### config.mk
export PLATFORM = sky130hd
export DESIGN_NAME = pipe_hazard_ctrl_flat
export DESIGN_NICKNAME = d
export VERILOG_FILES = /design/src/rtl/pipe_hazard_ctrl_if.sv /design/src/rtl/pipe_hazard_ctrl.sv /design/src/flat_wrapper.sv
export SDC_FILE = /design/constraint.sdc
export NUM_CORES = 1
export LEC_CHECK = 0
export CAP_MARGIN = 20
export CORE_MARGIN = 2
export CORE_UTILIZATION = 35
export CTS_BUF_LIST = sky130_fd_sc_hd__clkbuf_16
export DETAILED_ROUTE_END_ITERATION = 10
export GPL_TIMING_DRIVEN = 0
export MAX_ROUTING_LAYER = met4
export PLACE_DENSITY_LB_ADDON = 0.1
export RECOVER_POWER = 100
export SLEW_MARGIN = 20
export SYNTH_ARGS = -nofsm -noshare
export SYNTH_HDL_FRONTEND = slang
export SYNTH_SLANG_ARGS = --single-unit
### constraint.sdc
create_clock -name clk_i -period 2.2 [get_ports clk_i]
set_input_delay 0.44 -clock clk_i [delete_from_list [all_inputs] [get_ports clk_i]]
set_output_delay 0.44 -clock clk_i [all_outputs]
set_load 0.03 [all_outputs]
### src/rtl/pipe_hazard_ctrl_if.sv
// Decode-side hazard bus between the core pipeline and pipe_hazard_ctrl.
// The pipeline uses the master modport; the hazard controller uses the slave modport.
interface pipe_hazard_ctrl_if;
  logic        dec_valid_i;
  logic [4:0]  dec_read_addr_a_i;
  logic [4:0]  dec_read_addr_b_i;
  logic        dec_uses_a_i;
  logic        dec_uses_b_i;
  logic [4:0]  dec_write_addr_i;
  logic        dec_int_write_enable_i;
  logic        dec_is_load_i;
  logic        dec_is_mul_i;
  logic        exe_branch_taken_i;
  logic [31:0] exe_branch_target_i;
  logic        stall_core_o;
  logic        kill_o;
  logic        flush_fetch_o;
  logic [31:0] redirect_pc_o;

  modport master (
    output dec_valid_i, dec_read_addr_a_i, dec_read_addr_b_i, dec_uses_a_i, dec_uses_b_i,
           dec_write_addr_i, dec_int_write_enable_i, dec_is_load_i, dec_is_mul_i,
           exe_branch_taken_i, exe_branch_target_i,
    input  stall_core_o, kill_o, flush_fetch_o, redirect_pc_o
  );

  modport slave (
    input  dec_valid_i, dec_read_addr_a_i, dec_read_addr_b_i, dec_uses_a_i, dec_uses_b_i,
           dec_write_addr_i, dec_int_write_enable_i, dec_is_load_i, dec_is_mul_i,
           exe_branch_taken_i, exe_branch_target_i,
    output stall_core_o, kill_o, flush_fetch_o, redirect_pc_o
  );
endinterface

### src/rtl/pipe_hazard_ctrl.sv
// Pipeline hazard controller: RAW stalls, multi-cycle multiply freeze, branch flush.
// Define PIPE_HAZARD_FWD_EN when the core has full forwarding (load-use checks only).
module pipe_hazard_ctrl #(
  parameter int MUL_CYCLES = 4
) (
  input  logic              clk_i,
  input  logic              rst_i,
  pipe_hazard_ctrl_if.slave bus
);

  localparam logic [7:0] MUL_LOAD = 8'(MUL_CYCLES - 1);

  logic       exe_we_reg, exe_we_next;
  logic [4:0] exe_rd_reg, exe_rd_next;
  logic       exe_load_reg, exe_load_next;
  logic       mem_we_reg, mem_we_next;
  logic [4:0] mem_rd_reg, mem_rd_next;
  logic [7:0] mul_cnt_reg, mul_cnt_next;

  logic       busy;
  logic       hazard;
  logic       mul_enter;
  logic [4:0] src_addr [2];
  logic       src_use  [2];
  logic [1:0] exe_hit;
  logic [1:0] mem_hit;

  assign busy        = (mul_cnt_reg != 8'd0);
  assign src_addr[0] = bus.dec_read_addr_a_i;
  assign src_addr[1] = bus.dec_read_addr_b_i;
  assign src_use[0]  = bus.dec_uses_a_i;
  assign src_use[1]  = bus.dec_uses_b_i;

  // x0 is hardwired zero, so a write to it never creates a dependency.
  genvar gi;
  generate
    for (gi = 0; gi < 2; gi++) begin : g_src
      assign exe_hit[gi] = src_use[gi] && exe_we_reg && (exe_rd_reg != 5'd0)
                           && (exe_rd_reg == src_addr[gi]);
      assign mem_hit[gi] = src_use[gi] && mem_we_reg && (mem_rd_reg != 5'd0)
                           && (mem_rd_reg == src_addr[gi]);
    end
  endgenerate

`ifdef PIPE_HAZARD_FWD_EN
  // Forwarding covers everything except a load result still in EXE.
  logic [1:0] unused_mem_hit;
  assign unused_mem_hit = mem_hit;
  assign hazard = exe_load_reg && (|exe_hit);
`else
  logic unused_exe_load;
  assign unused_exe_load = exe_load_reg;
  assign hazard = (|exe_hit) || (|mem_hit);
`endif

  always_comb begin
    bus.stall_core_o  = 1'b0;
    bus.kill_o        = 1'b0;
    bus.flush_fetch_o = 1'b0;
    bus.redirect_pc_o = rst_i ? 32'd0 : bus.exe_branch_target_i;
    if (!rst_i) begin
      if (busy) begin
        // The multiply owns EXE; a branch flag seen now is not a real resolution.
        bus.stall_core_o = 1'b1;
      end else if (bus.exe_branch_taken_i) begin
        bus.kill_o        = 1'b1;
        bus.flush_fetch_o = 1'b1;
      end else if (bus.dec_valid_i && hazard) begin
        bus.stall_core_o = 1'b1;
        bus.kill_o       = 1'b1;
      end
    end
  end

  assign mul_enter = bus.dec_valid_i && bus.dec_is_mul_i && !bus.stall_core_o && !bus.kill_o;

  always_comb begin
    exe_we_next   = exe_we_reg;
    exe_rd_next   = exe_rd_reg;
    exe_load_next = exe_load_reg;
    mem_we_next   = exe_we_reg;
    mem_rd_next   = exe_rd_reg;
    mul_cnt_next  = mul_cnt_reg;

    if (bus.kill_o) begin
      exe_we_next   = 1'b0;
      exe_rd_next   = 5'd0;
      exe_load_next = 1'b0;
    end else if (!bus.stall_core_o) begin
      exe_we_next   = bus.dec_valid_i && bus.dec_int_write_enable_i;
      exe_rd_next   = bus.dec_write_addr_i;
      exe_load_next = bus.dec_is_load_i;
    end

    // While the multiply is held in EXE, nothing advances into MEM.
    if (busy) begin
      mem_we_next = 1'b0;
      mem_rd_next = 5'd0;
    end

    if (mul_enter) begin
      mul_cnt_next = MUL_LOAD;
    end else if (busy) begin
      mul_cnt_next = mul_cnt_reg - 8'd1;
    end
  end

  always_ff @(posedge clk_i) begin
    if (rst_i) begin
      exe_we_reg   <= 1'b0;
      exe_rd_reg   <= 5'd0;
      exe_load_reg <= 1'b0;
      mem_we_reg   <= 1'b0;
      mem_rd_reg   <= 5'd0;
      mul_cnt_reg  <= 8'd0;
    end else begin
      exe_we_reg   <= exe_we_next;
      exe_rd_reg   <= exe_rd_next;
      exe_load_reg <= exe_load_next;
      mem_we_reg   <= mem_we_next;
      mem_rd_reg   <= mem_rd_next;
      mul_cnt_reg  <= mul_cnt_next;
    end
  end

endmodule

### src/flat_wrapper.sv
// flat-port wrapper written by rule: the top's interface ports become plain ports
module pipe_hazard_ctrl_flat 
#(
  parameter int MUL_CYCLES = 4
)
  (clk_i, rst_i, bus_dec_valid_i, bus_dec_read_addr_a_i, bus_dec_read_addr_b_i, bus_dec_uses_a_i, bus_dec_uses_b_i, bus_dec_write_addr_i, bus_dec_int_write_enable_i, bus_dec_is_load_i, bus_dec_is_mul_i, bus_exe_branch_taken_i, bus_exe_branch_target_i, bus_stall_core_o, bus_kill_o, bus_flush_fetch_o, bus_redirect_pc_o);
  pipe_hazard_ctrl_if bus_i ();
  input  logic clk_i;
  input  logic rst_i;
  input wire logic [$bits(bus_i.dec_valid_i)-1:0] bus_dec_valid_i;
  input wire logic [$bits(bus_i.dec_read_addr_a_i)-1:0] bus_dec_read_addr_a_i;
  input wire logic [$bits(bus_i.dec_read_addr_b_i)-1:0] bus_dec_read_addr_b_i;
  input wire logic [$bits(bus_i.dec_uses_a_i)-1:0] bus_dec_uses_a_i;
  input wire logic [$bits(bus_i.dec_uses_b_i)-1:0] bus_dec_uses_b_i;
  input wire logic [$bits(bus_i.dec_write_addr_i)-1:0] bus_dec_write_addr_i;
  input wire logic [$bits(bus_i.dec_int_write_enable_i)-1:0] bus_dec_int_write_enable_i;
  input wire logic [$bits(bus_i.dec_is_load_i)-1:0] bus_dec_is_load_i;
  input wire logic [$bits(bus_i.dec_is_mul_i)-1:0] bus_dec_is_mul_i;
  input wire logic [$bits(bus_i.exe_branch_taken_i)-1:0] bus_exe_branch_taken_i;
  input wire logic [$bits(bus_i.exe_branch_target_i)-1:0] bus_exe_branch_target_i;
  output wire logic [$bits(bus_i.stall_core_o)-1:0] bus_stall_core_o;
  output wire logic [$bits(bus_i.kill_o)-1:0] bus_kill_o;
  output wire logic [$bits(bus_i.flush_fetch_o)-1:0] bus_flush_fetch_o;
  output wire logic [$bits(bus_i.redirect_pc_o)-1:0] bus_redirect_pc_o;
  assign bus_i.dec_valid_i = bus_dec_valid_i;
  assign bus_i.dec_read_addr_a_i = bus_dec_read_addr_a_i;
  assign bus_i.dec_read_addr_b_i = bus_dec_read_addr_b_i;
  assign bus_i.dec_uses_a_i = bus_dec_uses_a_i;
  assign bus_i.dec_uses_b_i = bus_dec_uses_b_i;
  assign bus_i.dec_write_addr_i = bus_dec_write_addr_i;
  assign bus_i.dec_int_write_enable_i = bus_dec_int_write_enable_i;
  assign bus_i.dec_is_load_i = bus_dec_is_load_i;
  assign bus_i.dec_is_mul_i = bus_dec_is_mul_i;
  assign bus_i.exe_branch_taken_i = bus_exe_branch_taken_i;
  assign bus_i.exe_branch_target_i = bus_exe_branch_target_i;
  assign bus_stall_core_o = bus_i.stall_core_o;
  assign bus_kill_o = bus_i.kill_o;
  assign bus_flush_fetch_o = bus_i.flush_fetch_o;
  assign bus_redirect_pc_o = bus_i.redirect_pc_o;
  pipe_hazard_ctrl #(.MUL_CYCLES(MUL_CYCLES)) u_core (.clk_i(clk_i), .rst_i(rst_i), .bus(bus_i));
endmodule
==> results.toml <==
[timing]
finalSetupViolCount = 2
finalHoldViolations = 0
worst_pin_slew_ns = 0.5830
drv_slew = 0
relSlewSlack = 0.6092
finalCritPeriodShare = 1.063
skew_ns = 0.002153
rsz0062_at_grt = "yes"
fin_crit_ns = 2.338
layout_setup_ws_ns = -0.1383
finalSetupTns_ns = -0.2695
hold_ws_ns = 0.4728
fmax_mhz = 427.7

[placed_design]
dp_cells = 296
portBuffers = 89
gp_congestion = 0.8618
dp_slack_ns = -1.082
dp_hpwl_mm = 3.405
place_area_mm2 = 0.002277

[floorplan]
num_rows = 22
die_area_mm2 = 0.004297
die_h_um = 65.56
io_pins = 91
core_area_mm2 = 0.003661
die_w_um = 65.56
start_util = 0.3623

[power_and_ir_drop]
p_per_area_mw_per_mm2 = 789.5
p_leak_nw = 1.049
irDropWorstVdd_v = 0.0004189
total_power_mw = 1.936

[layout]
nFillCells = 311
layout_commonest_cell = "clkdlybuf4s50_1"
largest_register_ffs = 8
final_util = 0.6699
multi_input_area_um2 = 960.9
stdcell_area_mm2 = 0.002452
n_antenna_cell = 0
regArea_um2 = 412.9
area_growth_pct = 84.91
drive_above_1_share = 0.1783
final_cell_mix = "43 x clkdlybuf4s50_1, 33 x nor2b_1, 28 x dlygate4sd2_1"
nNetsFinal = 316
finalNonFillerCells = 306

[critical_path]
rr_endpoint = "u_core.exe_rd_reg[3]$_SDFFE_PP0N_"
timing.rr.start = "u_core.mul_cnt_reg[0]$_SDFFE_PP0P_"
ff2ff_setup_slack_ns = 0.51
crit_arrival_ns = 1.90
critPathCaptureType = "output pin"
crit_path_start_kind = "primary input"
reg2reg_depth = 6
critPathMaxFanout = 4
cp.required_ns = 1.76
worstSetupPathType = "primary input to output pin"

[clock_network]
h-tree-depth = 1
clockBufferDepth = 2
clkLatencyLatePin_ns = 0.25
numCtsBuffers = 3
clkTransAtPathRegs_ns = 0.06
root_buffer = "clkbuf_16"
ctsHoldBuffers = 0
cts_tree = "built"
numClockSinks = 20

[routing]
dr.pass1.iters = 4
via_count = 1451
drtAntennaViolNets = 0
drt_iter0_markers = 66
finalWirelength_mm = 4.272
vias_per_cell = 4.742
drcViolationCount = 0
wl_per_cell_um = 13.96

[global_routing]
grt_use_met1 = 0.2612
grtUsageTotal = 0.1979
grt_max_degree = 13
antenna_found_initial = 0
grt_overflow_total = 0
grt_pass1_wl_mm = 6.479
use_met3 = 0.03767
gr-max-usage-layer = "met2"
use_met2 = 0.3291
grt_pass1_vias = 1414

[worst_hold_path]
hp-start = "u_core.mul_cnt_reg[3]$_SDFFE_PP0P_"
hold_class = "register to register"
whs_path_depth = 2
hold_end = "u_core.mul_cnt_reg[3]$_SDFFE_PP0P_"

[logic_synthesis]
ys_seq_area_frac = 0.3019
syn_area_per_cell_um2 = 8.341
synthCells = 159
ys_ff_latch = 20
synth_edf_count = 0
ys_types = 32
synth_area_mm2 = 0.001326
ys.flop_type = "dfxtp_1"
synth_fp_nets = 216
synthArstFlopShare = 0
ys.warnings.count = 0

[outcome]
status = "complete, but fails checks"
failed_checks = "negative setup slack"

[job]
max_cap_viol_count = 0
==> final cells by class <==
cell class,count,share of cell area
clock buffer,3,0.03061
multi-input combinational,131,0.3918
buffer,5,0.01327
sequential,20,0.1684
clock inverter,1,0.01224
timing repair buffer,95,0.3546
inverter,3,0.004592
tap,48,0.02449
==> synth_stat cells, drive strengths merged (2+ instances only) <==
cell type | instances | area [um^2]
xor2 | 17 | 148.9
nand4 | 2 | 18.77
and2 | 9 | 58.80
nor3 | 3 | 20.02
dfxtp | 20 | 400.4
xnor2 | 7 | 61.31
a21oi | 4 | 20.02
clkbuf | 5 | 28.77
nor2 | 12 | 45.04
inv | 3 | 11.26
a31o | 2 | 17.52
or4 | 3 | 26.27
nand2 | 8 | 30.03
o21ai | 11 | 62.56
nor4 | 6 | 43.79
a32oi | 7 | 61.31
nor2b | 33 | 206.5
==> per-layer routing <==
layer  up-vias  wire length [um]
met2        37              2125
met3         2               174
met4         0                 6
met5         -                 0
li1        747                 -
met1       665              1965
==> power by group <==
| part | internal, mW | switching, mW | leakage (nW) |
|---|---|---|---|
| logic | 0.407 | 0.470 | 0.832 |
| registers | 0.461 | 0.106 | 0.166 |
| clock network | 0.361 | 0.132 | 0.0511 |
| total | 1.23 | 0.708 | 1.05 |
==> how the worst max path moves through the flow <==
| stage | end | start | cells past startpoint | slack, ns |
|---|---|---|---|---|
| 4_1_cts | bus_stall_core_o | bus_dec_uses_b_i | 6 | -0.13 |
| 2_1_floorplan | bus_kill_o | u_core.mul_cnt_reg[0]$_SDFFE_PP0P_ | 6 | 0.02 |
| 3_5_place_dp | bus_stall_core_o | bus_dec_read_addr_b_i[0] | 7 | -1.08 |
| 3_3_place_gp | bus_stall_core_o | bus_dec_read_addr_b_i[4] | 7 | -1.04 |
| 5_1_grt | bus_stall_core_o | u_core.exe_rd_reg[4]$_SDFFE_PP0N_ | 6 | -0.23 |
| 6_report | bus_stall_core_o | bus_dec_read_addr_b_i[2] | 7 | -0.14 |
==> critical path, stage by stage <==
cell and delay [ns]:
clkdlybuf4s15_1 0.21, xor2_1 0.18, nor4_1 0.30, a32oi_2 0.22, o22ai_4 0.22, a31o_1 0.20, buf_6 0.13
==> timing repair <==
item,4_1_cts,5_1_grt
buffers inserted,4,3
resized for setup,89,21
pin swaps,9,9
endpoints found under the setup margin,35,9
==> cells by family (layout without fill, tap and decap cells) <==
| logic type | count (synthesis) | count (layout) | synth area share |
|---|---|---|---|
| AND/OR/NAND/NOR | 79 | 79 | 0.3519 |
| buffers and inverters | 8 | 107 | 0.03018 |
| AO/OA/AOI/OAI | 27 | 27 | 0.1481 |
| XOR/XNOR | 24 | 24 | 0.1585 |
| adder cells (fa/ha/maj) | 1 | 1 | 0.009432 |
| flip-flops | 20 | 20 | 0.3019 |
No activity file was read; power rests on OpenSTA's default activity.
